[src/rtl/id_ex_operand_stage.sv]
// id_ex_operand_stage: ID/EX pipeline register with EX-stage forwarding and ALU operand select
module id_ex_operand_stage #(
  parameter int XLEN    = 32,
  parameter int REGADDR = 5
) (
  input  logic               clk,
  input  logic               rst_n,
  input  logic               StallE,
  input  logic               FlushE,
  input  logic [XLEN-1:0]    RD1D,
  input  logic [XLEN-1:0]    RD2D,
  input  logic [XLEN-1:0]    ImmExtD,
  input  logic [XLEN-1:0]    PCD,
  input  logic [XLEN-1:0]    PCPlus4D,
  input  logic [REGADDR-1:0] Rs1D,
  input  logic [REGADDR-1:0] Rs2D,
  input  logic [REGADDR-1:0] RdD,
  input  logic [3:0]         ALUControlD,
  input  logic [1:0]         ALUSrcAD,
  input  logic               ALUSrcBD,
  input  logic               RegWriteD,
  input  logic               MemWriteD,
  input  logic               BranchD,
  input  logic               JumpD,
  input  logic [1:0]         ResultSrcD,
  input  logic [REGADDR-1:0] RdM,
  input  logic [REGADDR-1:0] RdW,
  input  logic               RegWriteM,
  input  logic               RegWriteW,
  input  logic [XLEN-1:0]    ALUResultM,
  input  logic [XLEN-1:0]    ResultW,
  output logic [XLEN-1:0]    SrcAE,
  output logic [XLEN-1:0]    SrcBE,
  output logic [3:0]         ALUControlE,
  output logic [XLEN-1:0]    WriteDataE,
  output logic [REGADDR-1:0] Rs1E,
  output logic [REGADDR-1:0] Rs2E,
  output logic [REGADDR-1:0] RdE,
  output logic [XLEN-1:0]    PCE,
  output logic [XLEN-1:0]    PCPlus4E,
  output logic [XLEN-1:0]    ImmExtE,
  output logic               RegWriteE,
  output logic               MemWriteE,
  output logic               BranchE,
  output logic               JumpE,
  output logic [1:0]         ResultSrcE,
  output logic [1:0]         ForwardAE,
  output logic [1:0]         ForwardBE
);
  typedef struct packed {
    logic [XLEN-1:0]    rd1, rd2, imm, pc, pc4;
    logic [REGADDR-1:0] rs1, rs2, rd;
    logic [3:0]         aluc;
    logic [1:0]         srca;
    logic               srcb, rw, mw, br, j;
    logic [1:0]         res;
  } ex_t;
  ex_t d_in, e_d, e_q;
  logic [XLEN-1:0] reg_a, reg_b;
  assign d_in = '{rd1: RD1D, rd2: RD2D, imm: ImmExtD, pc: PCD, pc4: PCPlus4D,
                  rs1: Rs1D, rs2: Rs2D, rd: RdD, aluc: ALUControlD, srca: ALUSrcAD,
                  srcb: ALUSrcBD, rw: RegWriteD, mw: MemWriteD, br: BranchD, j: JumpD,
                  res: ResultSrcD};
  // Next E state: a flush loads an all-zero bubble and wins over a stall
  always_comb e_d = FlushE ? '0 : StallE ? e_q : d_in;
  // E register bank; async reset also leaves a bubble
  always_ff @(posedge clk or negedge rst_n)
    if (!rst_n) e_q <= '0;
    else e_q <= e_d;
  // Forward selects: MEM beats WB, x0 is never forwarded; operands then muxed for the ALU
  always_comb begin
    ForwardAE = (RegWriteM && RdM != '0 && RdM == e_q.rs1) ? 2'b10 :
                (RegWriteW && RdW != '0 && RdW == e_q.rs1) ? 2'b01 : 2'b00;
    ForwardBE = (RegWriteM && RdM != '0 && RdM == e_q.rs2) ? 2'b10 :
                (RegWriteW && RdW != '0 && RdW == e_q.rs2) ? 2'b01 : 2'b00;
    reg_a = ForwardAE[1] ? ALUResultM : ForwardAE[0] ? ResultW : e_q.rd1;
    reg_b = ForwardBE[1] ? ALUResultM : ForwardBE[0] ? ResultW : e_q.rd2;
    SrcAE = e_q.srca == 2'b00 ? reg_a : e_q.srca == 2'b01 ? e_q.pc : '0;
    SrcBE = e_q.srcb ? e_q.imm : reg_b;
  end
  assign WriteDataE  = reg_b;
  assign ALUControlE = e_q.aluc;
  assign Rs1E        = e_q.rs1;
  assign Rs2E        = e_q.rs2;
  assign RdE         = e_q.rd;
  assign PCE         = e_q.pc;
  assign PCPlus4E    = e_q.pc4;
  assign ImmExtE     = e_q.imm;
  assign RegWriteE   = e_q.rw;
  assign MemWriteE   = e_q.mw;
  assign BranchE     = e_q.br;
  assign JumpE       = e_q.j;
  assign ResultSrcE  = e_q.res;
endmodule
[config.mk]
export PLATFORM = sky130hd
export DESIGN_NAME = id_ex_operand_stage
export DESIGN_NICKNAME = d
export VERILOG_FILES = /design/src/rtl/id_ex_operand_stage.sv
export SDC_FILE = /design/constraint.sdc
export NUM_CORES = 1
export LEC_CHECK = 0
export BUFFER_PORTS_ARGS = -buffer_cell sky130_fd_sc_hd__buf_2
export CORE_AREA = 2 2 187 189
export CTS_CLUSTER_DIAMETER = 100
export DETAILED_ROUTE_END_ITERATION = 8
export DIE_AREA = 0 0 189 191
export SETUP_SLACK_MARGIN = 0.1
export SYNTH_ARGS = -nofsm -noshare
export SYNTH_HDL_FRONTEND = slang
export SYNTH_SLANG_ARGS = --single-unit
[constraint.sdc]
create_clock -name clk -period 6.3 [get_ports clk]
set_input_delay 1.26 -clock clk [delete_from_list [all_inputs] [get_ports clk]]
set_output_delay 1.26 -clock clk [all_outputs]
set_load 0.01 [all_outputs]
==> impl_metrics.toml, run 1 <==
[timing]
setup_tns_ns = 0
fin_crit_sh_pct = 77.6
relSlewSlack_pct = 30.1
drv_slew = 0
setup_viol = 0
fin_worst_skew_ns = 0
clock.fmax_mhz = 204
grt_setup_unrepaired = "no"
fin_crit_ns = 4.89
final-hold-violation-count = 0
worst_pin_slew_ns = 1.05

[logic_synthesis]
ys_seq_area_share_pct = 42.1
ys.flop_type = "dfrtp_1"
yosysWarnings = 0
postSynthCellCount = 1203
synth_edf_count = 0
async_flop_share_pct = 100
synth.avg_cell_area_um2 = 9.30
syn_area_um2 = 11200
synth_nets = 1471
ys_types = 38
ys_ff_latch = 188

[floorplanning]
row_count = 68
core_um2 = 34100
die_w_um = 189
start_util_pct = 32.8
dieHeight_um = 191
die-area_um2 = 36100
ios = 489

[finish]
syn2layout_area_growth_pct = 22.2
final-seq-area_um2 = 4710
fillCellCount = 3452
multi_input_area_um2 = 5220
final_util_pct = 40.1
nets = 1780
drive_gt1_share_pct = 37.6

[detailed_routing]
route.detailed.drc = 0
vias_per_cell = 5.10
vias = 10100
drt_iter0_markers = 622
route.antenna.remaining_nets = 0
drt_pre_antenna_iters = 7
wl_per_cell_um = 20.7
wl_mm = 41.1

[clocking]
cts_hold_buf = 0
cts_setup_buffers = 0
clk_pin_slew_worst_paths_ns = 0.07
clk_latency_ns = 0.45
clock-sinks = 188
cts_tree = "done"
numCtsBuffers = 17
cts_resized = 0
cts_root_buffer = "clkbuf_16"
h-tree-depth = 4
clockBufferDepth = 2

[critical_path]
arrival_ns = 3.63
r2r_slack_ns = 4.60
worst-r2r-cell-count = 3
r2r_end = "e_q[6]"
critPathMaxFanout = 24
r2r_start = "e_q[6]"
start_kind = "input port"
cp-end-kind = "output pin"
required_ns = 5.04
worstSetupPathType = "input port to output pin"

[power]
pwr_density_cell_nw_per_um2 = 226
ir_worst_vdd_mv = 0.181
p_leak_nw = 7.22
finalPower_w = 0.00309

[grt]
antenna_found_initial = 5
grt_pass1_vias = 10100
grt_pass1_wl_mm = 61.4
grt_usage_pct = 22.4
grt.overflow.total = 0
grt_max_degree = 104

[worst_hold_path]
holdPathEnd = "e_q[178]"
min_path_cells = 2
hp-class = "flip-flop to flip-flop"
holdCritStartpoint = "e_q[178]"

[flow_run]
drv_cap = 0

[placed_design]
dp_hpwl_mm = 29.2
io_buffers = 488
globalplace.congestion = 0.952

[run_status]
status = "finished, final reports clean"
==> cells in the final DEF (no fill, tap or decap), types with 2 or more instances in the layout <==
master	Yosys	layout
a211oi_1	3	3
a211oi_2	29	29
a21boi_0	31	31
a31oi_1	64	64
and2_1	2	2
buf_2	20	485
buf_4	119	12
bufinv_16	0	2
clkbuf_16	0	17
clkbuf_8	0	4
clkinv_2	0	2
clkinvlp_4	0	2
dfrtp_1	188	187
diode_2	0	2
inv_2	1	2
inv_6	0	3
mux2i_1	188	188
nand2_1	97	97
nand2b_1	32	32
nand3_1	2	2
nor2_1	223	222
nor2_4	0	2
o21ai_0	32	32
o21ai_1	32	32
o31ai_1	32	32
xnor2_1	15	15
xor2_1	4	4
==> report_power, final <==
group / switching [W] / leakage (nW) / internal (W) / total [W]
Sequential: 0.0000555 / 2.49 / 0.00127 / 0.00133
Combinational: 0.000372 / 4.44 / 0.000272 / 0.000644
Clock: 0.000504 / 0.282 / 0.000615 / 0.00112
Total: 0.000932 / 7.22 / 0.00216 / 0.00309
==> sequential cells by signal, summed over array words and instances, names as in the netlist <==
signal and flops:
Rs2E 5, RdE 5, PCE 32, ALUControlE 4
PCPlus4E 32, ImmExtE 32, JumpE 1, Rs1E 5
MemWriteE 1, BranchE 1, ResultSrcE 2, RegWriteE 1
e_q 67
==> kinds of logic (layout without fill, tap and decap cells) <==
family,count (synthesis),in the layout,synth area share [%]
AND/OR/NAND/NOR,367,367,13.5
other,0,2,0
AO/OA/AOI/OAI,228,228,14.5
XOR/XNOR,19,19,1.49
flip-flops,188,188,42.1
buffers and inverters,213,533,11.6
multiplexers,188,188,16.8
==> metal layers <==
metal	up-vias	share of wire, %	track usage, %
li1	4632	-	-
met1	4902	41	27.7
met2	494	50	38.6
met3	66	7.7	5.23
met4	8	2.1	7.36
met5	-	0.11	0
==> how the worst max path moves through the flow <==
stage / from / end / slack [ns] / cells after the start
3_5_place_dp: RdW[0] / SrcBE[29] / 1.42 / 7
5_1_grt: RdW[0] / SrcBE[29] / 1.27 / 7
2_1_floorplan: RdW[0] / SrcAE[10] / 2.27 / 7
3_3_place_gp: RdW[0] / SrcBE[29] / 1.45 / 7
4_1_cts: RdW[0] / SrcBE[29] / 1.40 / 7
6_report: RdM[1] / SrcBE[30] / 1.41 / 9
==> final cells by class <==
class	instances	area share, %
multi-input cells	802	38.2
flip-flops and latches	188	34.4
repair buffers	501	18.9
well taps	455	4.17
clock buffers	21	3.44
clock inverters	9	0.815
inverters	2	0.0549
diodes	2	0.0366
==> stage by stage <==
stage	area (µm²)	setup slack (ns)	hold WS [ns]	cells
after global routing	13700	1.27	0.538	1978
final	13700	1.41	0.514	1980
after floorplan	11200	2.27	0.483	1203
after CTS	13700	1.40	0.523	1978
after detailed placement	13100	1.42	0.506	1948
after global placement	13100	1.45	0.498	1948
==> worst max-delay path, cell delays in order <==
cell      delay (ns)
buf_2           0.12
or4_1           0.54
o211ai_1        0.18
or2_4           0.16
inv_2           0.05
nor2_4          0.70
buf_4           0.31
a31oi_1         0.10
buf_2           0.15
==> synth_stat cells (2+ instances only) <==
master | n | area share, %
a211oi_2 | 29 | 3.2
nand3_1 | 2 | 0.089
a21boi_0 | 31 | 2.1
and2_1 | 2 | 0.11
clkbuf_1 | 49 | 1.6
o21ai_1 | 32 | 1.4
a31oi_1 | 64 | 3.6
nand2_1 | 97 | 3.3
o21ai_0 | 32 | 1.4
nor2_1 | 223 | 7.5
mux2i_1 | 188 | 17
o31ai_1 | 32 | 2.1
buf_1 | 19 | 0.64
xnor2_1 | 15 | 1.2
buf_6 | 4 | 0.40
nand2b_1 | 32 | 1.8
dfrtp_1 | 188 | 42
buf_4 | 119 | 8.0
buf_2 | 20 | 0.89
a211oi_1 | 3 | 0.20
xor2_1 | 4 | 0.31
or2_1 | 2 | 0.11
Power figures use the tool's default switching activity.
==> run 2: changes to the inputs <==
ABC_AREA = 1   (was unset)
CORE_AREA = 2 2 190 192   (was 2 2 187 189)
DIE_AREA = 0 0 192 194   (was 0 0 189 191)
clock period = 4.1 ns   (was 6.3 ns; I/O delays follow)
==> impl_metrics.toml, run 2 <==
[floorplanning]
start_util_pct = 32.4
die-area_um2 = 37200
ios = 489
core_um2 = 35200
dieHeight_um = 194
die_w_um = 192
row_count = 69

[logic_synthesis]
yosysWarnings = 0
synth_top_area_share_pct = 41.2
ys.flop_type = "dfrtp_1"
async_flop_share_pct = 100
synth_top_cell_by_area = "dfrtp_1"
ys_ff_latch = 188
postSynthCellCount = 1625
synth_edf_count = 0
synth.avg_cell_area_um2 = 7.03
syn_area_um2 = 11400
synth_nets = 1893
ys_types = 23
ys_top_cells_by_area = "dfrtp_1 41%, nand3_1 16%, nand2_1 14%"
synth_common_cells = "417 x nand2_1, 365 x nand3_1, 188 x dfrtp_1"
yosysMostFrequentCell = "nand2_1"
ys_seq_area_share_pct = 41.2

[clocking]
cts_hold_buf = 0
cts_resized = 0
h-tree-depth = 4
clk_latency_ns = 0.46
clockBufferDepth = 2
clk_pin_slew_worst_paths_ns = 0.07
numCtsBuffers = 17
clock-sinks = 188
cts_setup_buffers = 0
cts_tree = "done"
cts_root_buffer = "clkbuf_16"

[finish]
final_cell_mix = "486 x buf_2, 417 x nand2_1, 365 x nand3_1, 188 x dfrtp_1, 171 x nor2_1"
fillCellCount = 3871
nets = 2185
drive_gt1_share_pct = 28.7
largest_reg_flops = 67
largest_register = "e_q"
syn2layout_area_growth_pct = 21.6
layout_commonest_cell = "buf_2"

[detailed_routing]
wl_per_cell_um = 20.4
drt_pre_antenna_iters = 5
vias_per_cell = 4.98
wl_mm = 49.1
route.antenna.remaining_nets = 0
route.detailed.drc = 0
vias = 12000
drt_iter0_markers = 872

[power]
power_frac_comb_pct = 22.1
p_clk_share_pct = 34.9
pwr_density_cell_nw_per_um2 = 343
ir_worst_vdd_mv = 0.301
p_sw_w = 0.00161
seqPwrFrac_pct = 43.0
p_int_w = 0.00315
p_leak_nw = 8.08
switching_share_pct = 33.8

[critical_path]
cpMaxStageDelayCell = "inv_2"
worstSetupPathType = "flip-flop to output pin"
startpoint = "Rs2E[4]"
r2r_slack_ns = 2.22
critPathMostFrequentCell = "nand2_1"
critPathMaxFanout = 34
cpPeakStageDelay_ns = 0.52
r2r_start = "e_q[6]"
crit_end = "SrcBE[0]"
worst-r2r-cell-count = 3
start_kind = "flip-flop"
r2r_end = "e_q[6]"
cp-end-kind = "output pin"
arrival_ns = 2.55
required_ns = 3.28
crit_chain = "xor2_1 -> nor2_1 -> nand3_4 -> inv_2 -> nand2_1 -> nand2_1 -> nand2_1 -> nand2_1 -> buf_2"

[timing]
setup_tns_ns = 0
worst_pin_slew_ns = 1.20
holdWs_ns = 0.347
setup_viol = 0
final-hold-violation-count = 0
relSlewSlack_pct = 20.0
clock.fmax_mhz = 297
grt_setup_unrepaired = "no"
fin_worst_skew_ns = 0
fin_crit_ns = 3.37
fin_crit_sh_pct = 82.3
drv_slew = 0

[placed_design]
dp_hpwl_mm = 36.7
io_buffers = 488
globalplace.congestion = 0.923

[grt]
antenna_found_initial = 18
grt_usage_pct = 26.2
grt_max_degree = 129
grt_pass1_vias = 11600
grt.overflow.total = 0
grt_pass1_wl_mm = 73.0

[flow_run]
drv_cap = 0

[worst_hold_path]
hp-class = "input port to asynchronous set/reset pin"

[run_status]
status = "finished, final reports clean"
## run 2: cell types whose count changed in the layout (fill, tap and decap cells not counted), moves of 51 or more
cell     change
a31oi_1     -64
inv_1       +85
mux2i_1    -188
nand2_1    +320
nand3_1    +363
nor2_1      -51
o21ai_0     +68
## run 2: power by group through the flow
| stage | Combinational, W | Clock [W] | Sequential, W |
|---|---|---|---|
| 2_1_floorplan | 0.000621 | 0 | 0.00206 |
| 3_3_place_gp | 0.00105 | 0 | 0.00208 |
| 3_5_place_dp | 0.00105 | 0 | 0.00208 |
| 4_1_cts | 0.00106 | 0.00170 | 0.00205 |
| 5_1_grt | 0.00117 | 0.00177 | 0.00206 |
| 6_report | 0.00105 | 0.00166 | 0.00205 |
## run 2: worst min path at each step
stage	cells past startpoint	from	endpoint	slack [ns]
2_1_floorplan	2	e_q[155]	e_q[155]	0.48
3_3_place_gp	2	PCPlus4E[25]	PCPlus4E[25]	0.49
3_5_place_dp	2	PCPlus4E[7]	PCPlus4E[7]	0.49
4_1_cts	1	rst_n	ImmExtE[9]	0.41
5_1_grt	1	rst_n	ImmExtE[9]	0.41
6_report	1	rst_n	ImmExtE[9]	0.35
## run 2: routing by layer
| layer | global-route usage [%] | share of wire, % | vias up |
|---|---|---|---|
| met5 | 0 | 0.15 | - |
| li1 | - | - | 5674 |
| met2 | 41.4 | 46 | 539 |
| met4 | 9.56 | 2.6 | 12 |
| met3 | 6.19 | 8.5 | 66 |
| met1 | 34.8 | 42 | 5687 |
## run 2: cells by family (layout without fill, tap and decap cells)
| family | after synthesis | after routing | share of synthesized area (%) |
|---|---|---|---|
| AOI/OAI and AO/OA | 100 | 100 | 4.38 |
| xor gates and xnor gates | 16 | 16 | 1.23 |
| buffers and inverters | 323 | 628 | 15.1 |
| DFF | 188 | 188 | 41.2 |
| other | 0 | 12 | 0 |
| and+or+nand+nor | 998 | 998 | 38.1 |
## run 2: worst max-delay path, delay by kind of cell (launching register included)
kind | cells | cell delay [ns]
xor gates and xnor gates | 1 | 0.18
and+or+nand+nor | 6 | 0.74
buffers and inverters | 2 | 0.65
DFF | 1 | 0.48
## run 2: per-stage QoR
| stage | setup WS, ns | power, W | utilization [%] | std cells | cell area [µm²] |
|---|---|---|---|---|---|
| global placement | 0.773 | 0.00313 | 37.7 | 2359 | 13300 |
| detailed placement | 0.774 | 0.00314 | 37.7 | 2359 | 13300 |
| global route | 0.565 | 0.00500 | 39.4 | 2401 | 13900 |
| floorplan | 1.46 | 0.00268 | - | 1625 | 11400 |
| finish | 0.728 | 0.00476 | 39.4 | 2403 | 13900 |
| CTS | 0.687 | 0.00480 | 39.3 | 2391 | 13900 |
## run 2: cell type report
| cell class | instances | area, µm² | area share (%) |
|---|---|---|---|
| diodes | 12 | 30.0 | 0.216 |
| clock buffers | 19 | 443 | 3.19 |
| clock inverters | 13 | 121 | 0.874 |
| inverters | 90 | 350 | 2.52 |
| multi-input cells | 1114 | 5010 | 36.1 |
| flip-flops and latches | 188 | 4700 | 33.9 |
| well taps | 461 | 577 | 4.15 |
| repair buffers | 506 | 2640 | 19.0 |
